$ cat config.mk
export PLATFORM = sky130hd
export DESIGN_NAME = nibble_add_seq
export DESIGN_NICKNAME = d
export VERILOG_FILES = /design/src/rtl/nibble_add_seq.sv
export SDC_FILE = /design/constraint.sdc
export NUM_CORES = 1
export LEC_CHECK = 0
export ABC_AREA = 1
export ABC_CLOCK_PERIOD_IN_PS = 2300
export CAP_MARGIN = 20
export CORE_ASPECT_RATIO = 1.25
export CORE_MARGIN = 1.5
export CORE_UTILIZATION = 45
export CTS_BUF_LIST = sky130_fd_sc_hd__clkbuf_4 sky130_fd_sc_hd__clkbuf_8 sky130_fd_sc_hd__clkbuf_16
export CTS_CLUSTER_DIAMETER = 80
export DETAILED_ROUTE_END_ITERATION = 10
export GPL_TIMING_DRIVEN = 0
export PLACE_DENSITY = 0.75
export SLEW_MARGIN = 5
export SYNTH_ARGS = -nofsm -noshare
export SYNTH_HDL_FRONTEND = slang
export SYNTH_SLANG_ARGS = --single-unit
$ cat constraint.sdc
create_clock -name CLK -period 2.3 [get_ports CLK]
set_input_delay 0.46 -clock CLK [delete_from_list [all_inputs] [get_ports CLK]]
set_output_delay 0.46 -clock CLK [all_outputs]
set_load 0.02 [all_outputs]
$ cat src/rtl/nibble_add_seq.sv
// Sequential 16-bit adder/subtractor that feeds one 4-bit carry-lookahead
// adder one nibble per cycle, LSB nibble first, under a three-state FSM.

module ahead_adder (
  input  logic [3:0] AA_A,
  input  logic [3:0] AA_B,
  input  logic       AA_C_0,
  output logic [3:0] AA_F,
  output logic       AA_C_4
);

  logic [3:0] gen;
  logic [3:0] prop;
  logic [4:0] c;

  // Carry-lookahead: every carry is formed directly from generate/propagate terms.
  always_comb begin
    gen  = AA_A & AA_B;
    prop = AA_A ^ AA_B;
    c[0] = AA_C_0;
    c[1] = gen[0] | (prop[0] & AA_C_0);
    c[2] = gen[1] | (prop[1] & gen[0]) | (prop[1] & prop[0] & AA_C_0);
    c[3] = gen[2] | (prop[2] & gen[1]) | (prop[2] & prop[1] & gen[0])
         | (prop[2] & prop[1] & prop[0] & AA_C_0);
    c[4] = gen[3] | (prop[3] & gen[2]) | (prop[3] & prop[2] & gen[1])
         | (prop[3] & prop[2] & prop[1] & gen[0])
         | (prop[3] & prop[2] & prop[1] & prop[0] & AA_C_0);
    AA_F   = prop ^ c[3:0];
    AA_C_4 = c[4];
  end

endmodule

module nibble_add_seq (
  input  logic        CLK,
  input  logic        RST,
  input  logic        NS_START,
  input  logic        NS_SUB,
  input  logic [15:0] NS_A,
  input  logic [15:0] NS_B,
  output logic        NS_BUSY,
  output logic        NS_DONE,
  output logic [15:0] NS_SUM,
  output logic        NS_COUT,
  output logic        NS_OVF
);

  typedef enum logic [1:0] {
    IDLE = 2'd0,
    RUN  = 2'd1,
    DONE = 2'd2
  } state_t;

  state_t      state;
  state_t      state_next;
  logic [15:0] a_reg;
  logic [15:0] b_reg;
  logic        sub_reg;
  logic [1:0]  idx;
  logic        carry;

  logic [3:0]  aa_a;
  logic [3:0]  b_nib;
  logic [3:0]  aa_b;
  logic [3:0]  aa_f;
  logic        aa_c4;
  logic        c_into_msb;
  logic [15:0] sum_ins;

  ahead_adder u_ahead_adder (
    .AA_A   (aa_a),
    .AA_B   (aa_b),
    .AA_C_0 (carry),
    .AA_F   (aa_f),
    .AA_C_4 (aa_c4)
  );

  // Select the current nibble and merge the adder result into the running sum.
  always_comb begin
    aa_a    = 4'h0;
    b_nib   = 4'h0;
    sum_ins = NS_SUM;
    case (idx)
      2'd0: begin aa_a = a_reg[3:0];   b_nib = b_reg[3:0];   end
      2'd1: begin aa_a = a_reg[7:4];   b_nib = b_reg[7:4];   end
      2'd2: begin aa_a = a_reg[11:8];  b_nib = b_reg[11:8];  end
      2'd3: begin aa_a = a_reg[15:12]; b_nib = b_reg[15:12]; end
      default: begin aa_a = 4'h0; b_nib = 4'h0; end
    endcase
    aa_b = sub_reg ? ~b_nib : b_nib;
    case (idx)
      2'd0: sum_ins[3:0]   = aa_f;
      2'd1: sum_ins[7:4]   = aa_f;
      2'd2: sum_ins[11:8]  = aa_f;
      2'd3: sum_ins[15:12] = aa_f;
      default: sum_ins = NS_SUM;
    endcase
    // Carry into bit 15 recovered from the top bit's sum: f = a ^ b ^ cin.
    c_into_msb = aa_a[3] ^ aa_b[3] ^ aa_f[3];
  end

  // Next-state logic.
  always_comb begin
    state_next = state;
    case (state)
      IDLE:    state_next = NS_START ? RUN : IDLE;
      RUN:     state_next = (idx == 2'd3) ? DONE : RUN;
      DONE:    state_next = IDLE;
      default: state_next = IDLE;
    endcase
  end

  // State, datapath and output registers.
  always_ff @(posedge CLK) begin
    if (RST) begin
      state   <= IDLE;
      a_reg   <= 16'h0000;
      b_reg   <= 16'h0000;
      sub_reg <= 1'b0;
      idx     <= 2'd0;
      carry   <= 1'b0;
      NS_BUSY <= 1'b0;
      NS_DONE <= 1'b0;
      NS_SUM  <= 16'h0000;
      NS_COUT <= 1'b0;
      NS_OVF  <= 1'b0;
    end else begin
      state <= state_next;
      case (state)
        IDLE: begin
          NS_DONE <= 1'b0;
          if (NS_START) begin
            a_reg   <= NS_A;
            b_reg   <= NS_B;
            sub_reg <= NS_SUB;
            idx     <= 2'd0;
            carry   <= NS_SUB;
            NS_BUSY <= 1'b1;
          end else begin
            NS_BUSY <= 1'b0;
          end
        end
        RUN: begin
          NS_SUM <= sum_ins;
          carry  <= aa_c4;
          idx    <= idx + 2'd1;
          if (idx == 2'd3) begin
            NS_COUT <= aa_c4;
            NS_OVF  <= aa_c4 ^ c_into_msb;
            NS_BUSY <= 1'b0;
            NS_DONE <= 1'b1;
          end else begin
            NS_BUSY <= 1'b1;
            NS_DONE <= 1'b0;
          end
        end
        DONE: begin
          NS_BUSY <= 1'b0;
          NS_DONE <= 1'b0;
        end
        default: begin
          NS_BUSY <= 1'b0;
          NS_DONE <= 1'b0;
        end
      endcase
    end
  end

endmodule

==> metrics.txt <==
status=finished, violations left; failing checks=negative setup slack; commonest cells in the synthesized netlist=nor2_1 (78), dfxtp_1 (57), nand2_1 (50), o21ai_0 (39), inv_1 (23); CP arrival=2.54 ns; GP Congestion=~0.89; routed wire length per instance=13.3 um; Synth Register Bits=57; crit share post-route=100%; die area=~6200 um2; fraction of registers with async set/reset=0%; drt pass-1 iters=4; number of synthesized flops with an enable pin=0; max_cap viols=0; worst-margin pin slew=approximately 0.44 ns; max incr delay on CP=~0.38 ns; switch share=31.1%; routed vias=2508; filler instances=478; CP max-delay cell=dfxtp_4; yosys warns=0; XOR/XNOR Fraction of Synth Area=1.69%; most used cell, CP=nand2_1; Setup CP Type=flip-flop to flip-flop; worst rel slew slack=70.8%; Worst VDD drop=around 0.00036 V; most frequent cell after synthesis=nor2_1; Sw Pwr=about 840 uW; cell at the root of the clock tree=clkbuf_8; GRT Total Usage=between 20% and 30%; RSZ-0062 raised after global routing=yes; FP Rows=30; # setup viols final=2; pin count of the biggest net entering global routing=11; critical path required time=2.54 ns; GR Overflow Total=0; min cycle time layout=roughly 2.3 ns; final worst slack=-0.00557 ns; CTS sink cnt=57; Yosys top cell by area=dfxtp_1; layout cell share with drive strength beyond 1=~18%; Worst Setup End Kind=flip-flop; Synth Area in Compound Gates=16.2%; CTS Buffer Depth=2; DRC viols=0; Netlist cell types=26; post-synthesis adder-cell area fraction=a little over 5%; initial core utilization=roughly 47%; Cells after Synth=roughly 350; Post-CTS Hold Fix Bufs=0; area grow syn2layout=39.2%; clock share of power=32.0%; P_leak=approximately 0.0015 uW; first-pass GRT wire length=10.7 mm; antenna viol nets, final=0; CTS tree=done; Synth Flop Type=dfxtp_1; Clock Pin Slew Worst Setup and Hold Paths=approximately 0.070 ns; crit-path max FO=9; Critical Path Start Type=flip-flop; Area contributors post-synth=dfxtp_1 (44%), nor2_1 (11%), o21ai_0 (7.5%), nand2_1 (7.2%), ha_1 (4.3%); H-tree Lvls=3; critical-path cell list=inv_4 > ha_1 > buf_4 > nand2_1 > nand3_1 > o21ai_2 > xor2_1 > ha_1 > nand2_1 > nand2_2 > nand3_2 > nand2_4 > nand2_1 > nand3_1 > nand2_1 > inv_1; Buffers on Ports=54; number of vias per cell=5.13; initial antenna violation count=0; Synth Area in Simple Gates=about a quarter; net count after synthesis=398; Cell Int Power=approximately 1900 uW; chip height=about 88 um; DPL Wire Length=between 4 and 5 mm; fmax=~430 MHz; mux contribution to synthesized area=0%; Comb power frac=between 20 and 30%; Core Area=approximately 5500 um2; later-pin clock latency in the skew report=0.34 ns; Final Hold Fails=0; Min-Delay Path Class=primary input to flip-flop; synthesized cell area=approximately 2600 um2; PwrDens=749 nW/um2; vias in the first global route=between 2000 and 2500; TritonCTS Buffers=9; Layout Skew=about 0.0094 ns; setup TNS=-0.00805 ns; nets@finish=467; antenna fix cells=0; I/O pins=56; drt total wl=between 6 and 7 mm; pre-CTS setup slack=-0.294 ns; main combinational cell family by area after synthesis=simple AND/OR/NAND/NOR gates; post-synth top area share=a little over two fifths; initial DRC count=a little under 100; syn avg cell area=approximately 7.4 um2; Pins Over Slew Limit=0; die width=71.0 um; Seq/Total Area, Yosys=a little over two fifths; Seq pwr share=about two fifths
final timing paths:
path / end / slack (ns) / cells after the start / startpoint
hold / removal: idx[1] / 0.33 / 2 / RST
setup reg to reg: NS_OVF / -0.006 / 16 / idx[0]
setup / recovery: NS_OVF / -0.006 / 16 / idx[0]
hold reg to reg: NS_SUM[8] / 0.47 / 2 / NS_SUM[8]
layout by cell type (no fill, tap or decap), types with 2 or more instances in the layout:
cell,count
inv_4,3
nor2_1,75
o21a_1,6
nand3_2,4
xor2_1,3
buf_6,5
inv_1,19
clkbuf_2,2
nand3_1,18
o21ai_1,4
nor2_2,3
clkdlybuf4s50_1,54
o21ai_2,3
buf_4,10
clkbuf_8,12
clkbuf_1,2
dfxtp_4,2
a21oi_1,19
dfxtp_1,55
o211ai_1,4
ha_1,5
a31oi_1,3
o21ai_0,35
nand2_1,45
buf_2,2
a21oi_2,3
xor2_2,2
clkinv_2,2
ha_4,4
clkinvlp_4,2
inv_2,5
nand2_2,6
final cells by class:
cell class | count | area, um2 | area share [%]
well taps | 64 | 80.1 | 2.21
flip-flops and latches | 57 | 1150 | 31.7
multi-input cells | 248 | 1360 | 37.7
inverters | 29 | 121 | 3.35
repair buffers | 62 | 617 | 17.0
clock inverters | 2 | 12.5 | 0.346
plain buffers | 14 | 103 | 2.84
clock buffers | 13 | 173 | 4.77
critical path: cells and delay by family, from the launching register on:
family                   cells  cell delay [ns]
AND/OR/NAND/NOR              9             0.67
XOR/XNOR                     1             0.25
AO/OA/AOI/OAI                1             0.09
flip-flops                   1             0.38
buffers and inverters        3             0.26
adder cells (fa/ha/maj)      2             0.53
metrics by stage:
stage               area, um2  total power, uW  instances  hold slack [ns]  utilization (%)
floorplan                2600             1520        352            0.443                -
global placement         3220             1700        470            0.457             58.3
detailed placement       3220             1710        470            0.456             58.3
CTS                      3550             2640        488            0.323             64.4
global route             3620             2840        489            0.314             65.6
finish                   3620             2710        489            0.327             65.6
kinds of logic (layout without fill, tap and decap cells):
family	count (synthesis)	count (layout)
DFF	57	57
xor gates and xnor gates	5	5
and+or+nand+nor	155	155
AOI/OAI and AO/OA	78	78
buffers and inverters	47	120
adders and majority gates	10	10
power groups by stage:
stage / sequential, uW / combinational, uW / clock (uW)
detailed placement: 1120 / 593 / 0
global route: 1100 / 818 / 922
global placement: 1110 / 582 / 0
finish: 1100 / 747 / 866
floorplan: 1130 / 392 / 0
CTS: 1100 / 667 / 873
per-layer routing:
metal  part of all wire, %  global-route usage, %
met1                    40                   24.6
met2                    53                   39.5
met3                   4.5                   5.87
met4                   2.3                   11.5
met5                     0                      0
what timing repair did:
| action | in CTS | in global routing |
|---|---|---|
| hold endpoints to repair | 0 | 0 |
| setup endpoints to repair | 19 | 15 |
| buffers inserted | 6 | 2 |
| pin swaps | 10 | 14 |
| resized for setup | 35 | 14 |
No activity file was read; power rests on OpenSTA's default activity.
